File: src/rtl/divider_pkg.sv
// -----------------------------------------------------------------------------
// divider_pkg
// Shared definitions for the sequential restoring divider:
//   - FSM state encoding (IDLE / BUSY / DONE) as plain constants plus an enum
//     typedef built on them, so legacy code can compare against raw values.
//   - cnt_width_f(): width of the iteration counter for a given operand width.
// No ports (package).
// -----------------------------------------------------------------------------
package divider_pkg;

  localparam logic [1:0] ST_IDLE = 2'd0;
  localparam logic [1:0] ST_BUSY = 2'd1;
  localparam logic [1:0] ST_DONE = 2'd2;

  typedef enum logic [1:0] {
    IDLE = ST_IDLE,
    BUSY = ST_BUSY,
    DONE = ST_DONE
  } state_e;

  // Counter must reach width-1; $clog2 of a width >= 2 is always >= 1.
  function automatic int cnt_width_f(input int width);
    return $clog2(width);
  endfunction

endpackage

File: src/rtl/divider_step.sv
// -----------------------------------------------------------------------------
// divider_step
// One combinational restoring-division iteration. The quotient register
// doubles as the dividend shift register: its MSB is shifted into the partial
// remainder and the new quotient bit is shifted into its LSB.
// Ports:
//   r_i  [width_p-1:0]  current partial remainder
//   q_i  [width_p-1:0]  current quotient / remaining dividend bits
//   d_i  [width_p-1:0]  divisor
//   r_o  [width_p-1:0]  next partial remainder
//   q_o  [width_p-1:0]  next quotient / dividend bits
// -----------------------------------------------------------------------------
module divider_step #(
  parameter int width_p = 4
) (
  input  logic [width_p-1:0] r_i,
  input  logic [width_p-1:0] q_i,
  input  logic [width_p-1:0] d_i,
  output logic [width_p-1:0] r_o,
  output logic [width_p-1:0] q_o
);

  logic [width_p:0] trial;

  // One extra bit so the borrow lands in the MSB.
  assign trial = {r_i, q_i[width_p-1]} - {1'b0, d_i};

  always_comb begin
    if (!trial[width_p]) begin
      // Subtraction fits: the result is below d, so it fits in width_p bits.
      r_o = trial[width_p-1:0];
      q_o = {q_i[width_p-2:0], 1'b1};
    end else begin
      // Restore: keep the shifted remainder unchanged.
      r_o = {r_i[width_p-2:0], q_i[width_p-1]};
      q_o = {q_i[width_p-2:0], 1'b0};
    end
  end

endmodule

File: src/rtl/divider_seq.sv
// -----------------------------------------------------------------------------
// divider_seq
// Iterative unsigned restoring divider, one quotient bit per cycle, with
// valid/ready handshakes on input and output. One operation in flight.
// Result appears width_p cycles after the accept edge; initiation interval is
// width_p+2 cycles when the consumer is always ready.
// Divide by zero naturally yields quot = all ones, rem = dividend.
//
// Optional feature (macro DIVIDER_SEQ_DBZ_EN): adds dbz_o and short-circuits
// divide-by-zero straight to DONE one cycle after accept.
//
// Ports:
//   clk_i      clock, rising edge
//   reset_n_i  synchronous active-low reset
//   valid_i    upstream operands valid
//   ready_o    block can accept operands (IDLE)
//   a_i        dividend, width_p bits
//   b_i        divisor, width_p bits
//   valid_o    result valid (DONE)
//   ready_i    downstream accepts result
//   quot_o     quotient, registered, holds last result
//   rem_o      remainder, registered, holds last result
//   dbz_o      (DIVIDER_SEQ_DBZ_EN only) result was a divide-by-zero
// -----------------------------------------------------------------------------
import divider_pkg::*;

module divider_seq #(
  parameter int width_p = 4
) (
  input  logic               clk_i,
  input  logic               reset_n_i,
  input  logic               valid_i,
  output logic               ready_o,
  input  logic [width_p-1:0] a_i,
  input  logic [width_p-1:0] b_i,
  output logic               valid_o,
  input  logic               ready_i,
  output logic [width_p-1:0] quot_o,
`ifdef DIVIDER_SEQ_DBZ_EN
  output logic [width_p-1:0] rem_o,
  output logic               dbz_o
`else
  output logic [width_p-1:0] rem_o
`endif
);

  localparam int CNT_W = cnt_width_f(width_p);
  localparam logic [CNT_W-1:0] CNT_LAST = CNT_W'(width_p - 1);

  state_e             state_q, state_d;
  logic [CNT_W-1:0]   cnt_q, cnt_d;
  logic [width_p-1:0] q_q, q_d;
  logic [width_p-1:0] r_q, r_d;
  logic [width_p-1:0] d_q, d_d;
  logic [width_p-1:0] quot_q, quot_d;
  logic [width_p-1:0] rem_q, rem_d;
  logic [width_p-1:0] step_r, step_q;
`ifdef DIVIDER_SEQ_DBZ_EN
  logic               dbz_q, dbz_d;
`endif

  divider_step #(
    .width_p(width_p)
  ) u_step (
    .r_i(r_q),
    .q_i(q_q),
    .d_i(d_q),
    .r_o(step_r),
    .q_o(step_q)
  );

  always_comb begin
    state_d = state_q;
    cnt_d   = cnt_q;
    q_d     = q_q;
    r_d     = r_q;
    d_d     = d_q;
    quot_d  = quot_q;
    rem_d   = rem_q;
`ifdef DIVIDER_SEQ_DBZ_EN
    dbz_d   = dbz_q;
`endif
    case (state_q)
      IDLE: begin
        if (valid_i) begin
          q_d     = a_i;
          d_d     = b_i;
          r_d     = '0;
          cnt_d   = '0;
          state_d = BUSY;
`ifdef DIVIDER_SEQ_DBZ_EN
          dbz_d = (b_i == '0);
          if (b_i == '0) begin
            state_d = DONE;
            quot_d  = '1;
            rem_d   = a_i;
          end
`endif
        end
      end
      BUSY: begin
        q_d   = step_q;
        r_d   = step_r;
        cnt_d = cnt_q + 1'b1;
        if (cnt_q == CNT_LAST) begin
          // Output registers only change here, so they hold through IDLE/BUSY.
          state_d = DONE;
          quot_d  = step_q;
          rem_d   = step_r;
        end
      end
      DONE: begin
        if (ready_i) state_d = IDLE;
      end
      default: state_d = IDLE;
    endcase
  end

  always_ff @(posedge clk_i) begin
    if (!reset_n_i) begin
      state_q <= IDLE;
      cnt_q   <= '0;
      q_q     <= '0;
      r_q     <= '0;
      d_q     <= '0;
      quot_q  <= '0;
      rem_q   <= '0;
`ifdef DIVIDER_SEQ_DBZ_EN
      dbz_q   <= 1'b0;
`endif
    end else begin
      state_q <= state_d;
      cnt_q   <= cnt_d;
      q_q     <= q_d;
      r_q     <= r_d;
      d_q     <= d_d;
      quot_q  <= quot_d;
      rem_q   <= rem_d;
`ifdef DIVIDER_SEQ_DBZ_EN
      dbz_q   <= dbz_d;
`endif
    end
  end

  assign ready_o = (state_q == IDLE);
  assign valid_o = (state_q == DONE);
  assign quot_o  = quot_q;
  assign rem_o   = rem_q;
`ifdef DIVIDER_SEQ_DBZ_EN
  assign dbz_o   = dbz_q & valid_o;
`endif

endmodule
File: config.mk
export PLATFORM = sky130hd
export DESIGN_NAME = divider_seq
export DESIGN_NICKNAME = d
export VERILOG_FILES = /design/src/rtl/divider_pkg.sv /design/src/rtl/divider_step.sv /design/src/rtl/divider_seq.sv
export SDC_FILE = /design/constraint.sdc
export NUM_CORES = 1
export LEC_CHECK = 0
export CORE_UTILIZATION = 50
export DETAILED_ROUTE_END_ITERATION = 8
export GPL_TIMING_DRIVEN = 0
export PLACE_DENSITY = 0.87
export SETUP_SLACK_MARGIN = 0.05
export SLEW_MARGIN = 20
export SYNTH_ARGS = -nofsm -noshare
export SYNTH_HDL_FRONTEND = slang
export SYNTH_HIERARCHICAL = 1
export SYNTH_SLANG_ARGS = --single-unit
File: constraint.sdc
create_clock -name clk_i -period 6.8 [get_ports clk_i]
set_clock_uncertainty 0.15 [all_clocks]
set_input_delay 1.36 -clock clk_i [delete_from_list [all_inputs] [get_ports clk_i]]
set_output_delay 1.36 -clock clk_i [all_outputs]
set_load 0.02 [all_outputs]
==> results of run 1 <==
-- worst paths after layout --
check | endpoint | startpoint | depth (start not counted)
setup / recovery | valid_o | state_q[1]$_SDFFE_PN0P_ | 2
hold / removal | quot_o[0]$_SDFFE_PN0P_ | quot_o[0]$_SDFFE_PN0P_ | 2
setup reg to reg | r_q[3]$_SDFFE_PN0P_ | q_q[3]$_SDFFE_PN0P_ | 9
hold reg to reg | quot_o[0]$_SDFFE_PN0P_ | quot_o[0]$_SDFFE_PN0P_ | 2
-- metal layers --
layer | vias to the layer above | routed length (um) | global-route usage
met5 | - | 0 | 0
met3 | 5 | 72 | 0.02727
li1 | 496 | - | -
met4 | 0 | 44 | 0.1111
met1 | 444 | 1043 | 0.2584
met2 | 26 | 1137 | 0.3400
-- area by class of cell --
type / count / area share
inverters: 5 / 0.01302
well taps: 28 / 0.02431
clock buffers: 3 / 0.01563
multi-input cells: 92 / 0.4288
repair buffers: 20 / 0.1389
plain buffers: 10 / 0.04601
flip-flops and latches: 24 / 0.3333
-- report_power, final --
group	internal, mW	switching, mW	leakage, nW
combinational	0.0340	0.0333	0.401
sequential	0.148	0.00478	0.196
clock	0.0208	0.0409	0.0138
-- worst max-delay path: stages (launching register included) --
cell	delay, ns
dfxtp_1	0.46
and2b_1	0.18
clkdlybuf4s50_1	0.61
-- cell families (layout without fill, tap and decap cells) --
kind of cell,Yosys count,count (layout),share of synthesized area
mux,8,8,0.06977
compound gates,27,27,0.1512
fa+ha+maj,6,6,0.06977
simple gates,48,48,0.2030
flops,24,24,0.4059
buf+inv,15,38,0.07188
xor+xnor,3,3,0.02855
-- Yosys cell counts, drive strengths merged, types with 2 or more instances --
library cell / n / area (um^2)
dfxtp: 24 / 480.5
nand2: 24 / 90.09
o21ai: 13 / 65.06
nand3: 12 / 60.06
buf: 7 / 55.05
mux2i: 6 / 60.06
ha: 5 / 62.56
inv: 5 / 18.77
o22ai: 5 / 31.28
o211a: 4 / 40.04
a21oi: 3 / 18.77
clkbuf: 3 / 11.26
nand2b: 3 / 18.77
nor2: 3 / 11.26
mux2: 2 / 22.52
nand3b: 2 / 27.53
xor2: 2 / 25.03
-- stage by stage --
stage                     total power, mW  hold WS [ns]    util  instances
after floorplan                    0.2049        0.2793       -        131
after global placement             0.2207        0.2926  0.6414        179
after detailed placement           0.2230        0.3130  0.6414        179
after CTS                          0.2842        0.3317  0.6516        182
after global routing               0.2990        0.3499  0.6516        182
final                              0.2813        0.3266  0.6516        182
-- registers in the layout (all words and copies together), names as in the netlist --
signal / cells
rem_o: 4
cnt_q: 2
r_q: 4
quot_o: 4
q_q: 4
state_q: 2
d_q: 4
==> flow_metrics.tcl, run 1 <==
set metrics [dict create \
    routedWlPerCell_um 12.63 \
    finalCritPeriodShare 0.4527 \
    grt_pass1_wl_um 3864 \
    post-route-drc-count 0 \
    worst_slack_ns 3.722 \
    die_x_um 50.66 \
    synthFlopType "dfxtp_1" \
    die_h_um 50.66 \
    synth_edf_count 0 \
    cts_max_path_buffers 2 \
    tightestPinTransition_ns 0.4624 \
    critPathRequiredTime_ns 5.29 \
    start_kind "register" \
    viasPerCell 5.335 \
    ioPinCount 22 \
    power_density_nw_per_um2 195.1 \
    antenna_cells 0 \
    num_rows 17 \
    syn_area_per_cell_um2 9.035 \
    p_leak_nw 0.6107 \
    place_congestion 0.7971 \
    multi_input_area_um2 618.1 \
    post_cts_resized 0 \
    grt_antenna_before_repair 0 \
    slew_headroom 0.6917 \
    drv_cap 0 \
    die_area_um2 2566 \
    ys_types 31 \
    port_buffers 20 \
    clockRootBuffer "clkbuf_4" \
    final_nets 174 \
    yosysSeqAreaShare 0.4059 \
    wl_um 2298 \
    synth_warnings 6 \
    rsz0062_at_grt "no" \
    cts_setup_buffers 0 \
    crit_fanout 7 \
    setup_viol 0 \
    ant_nets 0 \
    clock_latency_ns 0.32 \
    drv_slew 0 \
    r2r_slack_ns 4.28 \
    setup_tns_ns 0 \
    syn_area_um2 1184 \
    clock_sinks 24 \
    synth_seq_cells 24 \
    register_area_um2 480.5 \
    nFillCells 197 \
    syn_inst 131 \
    dr.pass1.iters 4 \
    hold_viol 0 \
    cts_tree "built" \
    core_um2 2212 \
    cp-end-kind "output pin" \
    htreeDepth 1 \
    numCtsBuffers 3 \
    outcome "completed" \
    syn-num-nets 149 \
    place_hpwl_um 1775 \
    design_area_um2 1441 \
    areaGrowthSynthToFinish_pct 21.78 \
    most-common-layout-cells "nand2_1 (24), dfxtp_1 (24), clkdlybuf4s50_1 (20)" \
    drtIter0Drc 14 \
    vias 971 \
    place_ws_ns 4.075 \
    worstSetupPathType "reg2out" \
    post_dp_cell_area_um2 1419 \
    fmax_mhz 324.9 \
    overflow 0 \
    grt_max_degree 13 \
    min_period_ns 3.078 \
    synthArstFlopShare 0 \
    clkTransAtPathRegs_ns 0.12 \
    ir_drop_uv 149.5 \
    initial_utilization 0.5351 \
    grt_pass1_vias 869 \
    hold_class "reg2reg" \
    drive_gt1_frac 0.1104 \
    crit_arrival_ns 1.57 \
    track_usage 0.2061 \
    cts_hold_buf 0 \
]
No activity file was read; power rests on OpenSTA's default activity.
==> run 2: changes to the inputs <==
--- a/config.mk
+++ b/config.mk
@@ -5,10 +5,10 @@
 export SDC_FILE = /design/constraint.sdc
 export NUM_CORES = 1
 export LEC_CHECK = 0
-export CORE_UTILIZATION = 50
+export CORE_UTILIZATION = 46
 export DETAILED_ROUTE_END_ITERATION = 8
 export GPL_TIMING_DRIVEN = 0
-export PLACE_DENSITY = 0.87
+export PLACE_DENSITY = 0.85
 export SETUP_SLACK_MARGIN = 0.05
 export SLEW_MARGIN = 20
 export SYNTH_ARGS = -nofsm -noshare
==> constraint.sdc (replaced) <==
create_clock -name clk_i -period 2.7 [get_ports clk_i]
set_clock_uncertainty 0.15 [all_clocks]
set_input_delay 0.54 -clock clk_i [delete_from_list [all_inputs] [get_ports clk_i]]
set_output_delay 0.54 -clock clk_i [all_outputs]
set_load 0.02 [all_outputs]
==> run 2 against run 1 <==
Cell count is 2.7% higher. Combinational power grew to 2.9 times the previous value. Clock-buffer cell count stayed put. Via count is 1.9% higher. Register-to-register slack worse by 4.1 ns. Non-clock buffer count is 2 higher.
==> flow_metrics.tcl, run 2 (same netlist as run 1, synthesis figures left out) <==
set metrics [dict create \
    r2r_cells 9 \
    ioPinCount 22 \
    crit_end "rem_o[3]$_SDFFE_PN0P_" \
    htreeDepth 1 \
    crit_chain "inv_1 > ha_1 > fa_1 > nand2b_1 > a21oi_2 > xor2_4 > mux2_2 > nand2_1 > o21ai_0" \
    dp.cells 181 \
    r2r_slack_ns 0.21 \
    dr.pass1.iters 6 \
    post-route-drc-count 0 \
    num_rows 18 \
    cp-end-kind "register" \
    start_kind "register" \
    holdWs_ns 0.3220 \
    reg2reg_from "q_q[3]$_SDFFE_PN0P_" \
    die_x_um 52.73 \
    final_nets 176 \
    clkTransAtPathRegs_ns 0.13 \
    crit_arrival_ns 2.56 \
    cts_tree "built" \
    total_power_mw 0.8396 \
    antenna_cells 0 \
    most-common-layout-cells "nand2_1 (24), dfxtp_1 (24), clkdlybuf4s50_1 (20)" \
    fmax_mhz 401.7 \
    clock_latency_ns 0.32 \
    design_area_um2 1500 \
    drtIter0Drc 31 \
    p_leak_nw 0.6363 \
    power_density_nw_per_um2 559.7 \
    track_usage 0.2077 \
    post_dp_cell_area_um2 1421 \
    clockRootBuffer "clkbuf_4" \
    place_hpwl_um 1840 \
    viasPerCell 5.289 \
    drv_slew 0 \
    p_clk_frac 0.311 \
    drv_cap 0 \
    grt_pass1_wl_um 4105 \
    grt_antenna_before_repair 0 \
    clock_sinks 24 \
    finalCritPeriodShare 0.9220 \
    p_int_mw 0.6228 \
    drive_gt1_frac 0.1274 \
    switching_share 0.2582 \
    overflow 0 \
    die_area_um2 2780 \
    place_ws_ns 0.1783 \
    r2r-end "rem_o[3]$_SDFFE_PN0P_" \
    rsz0062_at_grt "no" \
    numCtsBuffers 3 \
    worstSetupStartpoint "q_q[3]$_SDFFE_PN0P_" \
    min_period_ns 2.489 \
    ir_drop_uv 404.3 \
    hold_viol 0 \
    routedWlPerCell_um 13.53 \
    seq_power_share 0.459 \
    finalCoreUtilization 0.6111 \
    setup_viol 0 \
    hold_class "reg2reg" \
    crit_fanout 6 \
    critPathMaxStageDelay_ns 0.40 \
    worst_slack_ns 0.2106 \
    slew_headroom 0.6863 \
    grt_pass1_vias 950 \
    cts_hold_buf 0 \
    tightestPinTransition_ns 0.4686 \
    critPathRequiredTime_ns 2.77 \
    areaGrowthSynthToFinish_pct 26.74 \
    vias 989 \
    die_h_um 52.73 \
    p_sw_mw 0.2168 \
    worstSetupPathType "reg2reg" \
    grt_max_degree 15 \
    cpMaxStageDelayCell "fa_1" \
    combPwrFrac 0.230 \
    final_cells 187 \
    core_um2 2455 \
    outcome "completed" \
    initial_utilization 0.4822 \
    setup_tns_ns 0 \
    cts_max_path_buffers 2 \
    wl_um 2530 \
    ant_nets 0 \
    port_buffers 20 \
    place_congestion 0.7658 \
]
[run 2: changes by cell type in the layout (fill, tap and decap cells not counted), sizes merged]
cell / previous run / this run
buf: 7 / 9
bufinv: 0 / 1
[run 2: worst max-delay path, delay by kind of cell, from the launching register on]
kind | cells | cell delay (ns)
AO/OA/AOI/OAI | 2 | 0.30
XOR/XNOR | 1 | 0.27
adder cells (fa/ha/maj) | 2 | 0.62
buffers and inverters | 1 | 0.06
flip-flops | 1 | 0.35
multiplexers | 1 | 0.37
AND/OR/NAND/NOR | 2 | 0.27
[run 2: how the worst min path moves through the flow]
stage                             to                  start  slack [ns]  cells past startpoint
3_3_place_gp   cnt_q[0]$_SDFFE_PN0P_  cnt_q[0]$_SDFFE_PN0P_        0.29                      1
3_5_place_dp     d_q[3]$_SDFFE_PN0P_    d_q[3]$_SDFFE_PN0P_        0.31                      2
5_1_grt          d_q[3]$_SDFFE_PN0P_    d_q[3]$_SDFFE_PN0P_        0.33                      2
6_report         d_q[3]$_SDFFE_PN0P_    d_q[3]$_SDFFE_PN0P_        0.32                      2
2_1_floorplan  cnt_q[0]$_SDFFE_PN0P_  cnt_q[0]$_SDFFE_PN0P_        0.28                      1
4_1_cts          d_q[3]$_SDFFE_PN0P_    d_q[3]$_SDFFE_PN0P_        0.32                      2
[run 2: cell type report]
type / instances / area [um^2]
tap: 30 / 37.54
clock buffer: 3 / 22.52
fill: 200 / 954.7
sequential: 24 / 480.5
clock inverter: 1 / 30.03
timing repair buffer: 22 / 215.2
inverter: 5 / 18.77
buffer: 10 / 66.31
multi-input combinational: 92 / 629.4
[run 2: metal layers]
metal	vias to the layer above	track usage	wire [um]
met4	0	0.09649	37
met5	-	0	0
met3	6	0.04058	107
li1	502	-	-
met1	457	0.2381	1082
met2	24	0.3650	1303
[run 2: repair_timing]
action / 4_1_cts / 5_1_grt
setup endpoints to repair: 0 / 5
resized for setup: 0 / 1
buffers inserted: 0 / 2
[run 2: power by group through the flow]
stage               sequential [mW]  combinational, mW  clock, mW
floorplan                     0.389              0.127          0
global placement              0.391              0.164          0
detailed placement            0.392              0.171          0
CTS                           0.384              0.173      0.262
global route                  0.387              0.210      0.278
finish                        0.385              0.193      0.261
==> run 3: changes to the inputs <==
--- a/config.mk
+++ b/config.mk
@@ -5,10 +5,10 @@
 export SDC_FILE = /design/constraint.sdc
 export NUM_CORES = 1
 export LEC_CHECK = 0
-export CORE_UTILIZATION = 46
+export CORE_UTILIZATION = 50
 export DETAILED_ROUTE_END_ITERATION = 8
 export GPL_TIMING_DRIVEN = 0
-export PLACE_DENSITY = 0.85
+export PLACE_DENSITY = 0.87
 export SETUP_SLACK_MARGIN = 0.05
 export SLEW_MARGIN = 20
 export SYNTH_ARGS = -nofsm -noshare
==> constraint.sdc (replaced) <==
create_clock -name clk_i -period 3.2 [get_ports clk_i]
set_clock_uncertainty 0.15 [all_clocks]
set_input_delay 0.64 -clock clk_i [delete_from_list [all_inputs] [get_ports clk_i]]
set_output_delay 0.64 -clock clk_i [all_outputs]
set_load 0.02 [all_outputs]
==> results of run 3 <==
Same layout as run 1 (identical final DEF). Status: completed.
Main changes from that run: setup slack after placement 4.075 ns -> 0.7015 ns; setup slack after layout 3.722 ns -> 0.6809 ns; start point of the critical path state_q[1]$_SDFFE_PN0P_ -> q_q[3]$_SDFFE_PN0P_; end point of the critical path valid_o -> r_q[3]$_SDFFE_PN0P_; register-to-register setup slack 4.28 ns -> 0.68 ns; total power 0.2813 mW -> 0.5977 mW; worst IR drop on VDD 149.5 uV -> 317.8 uV
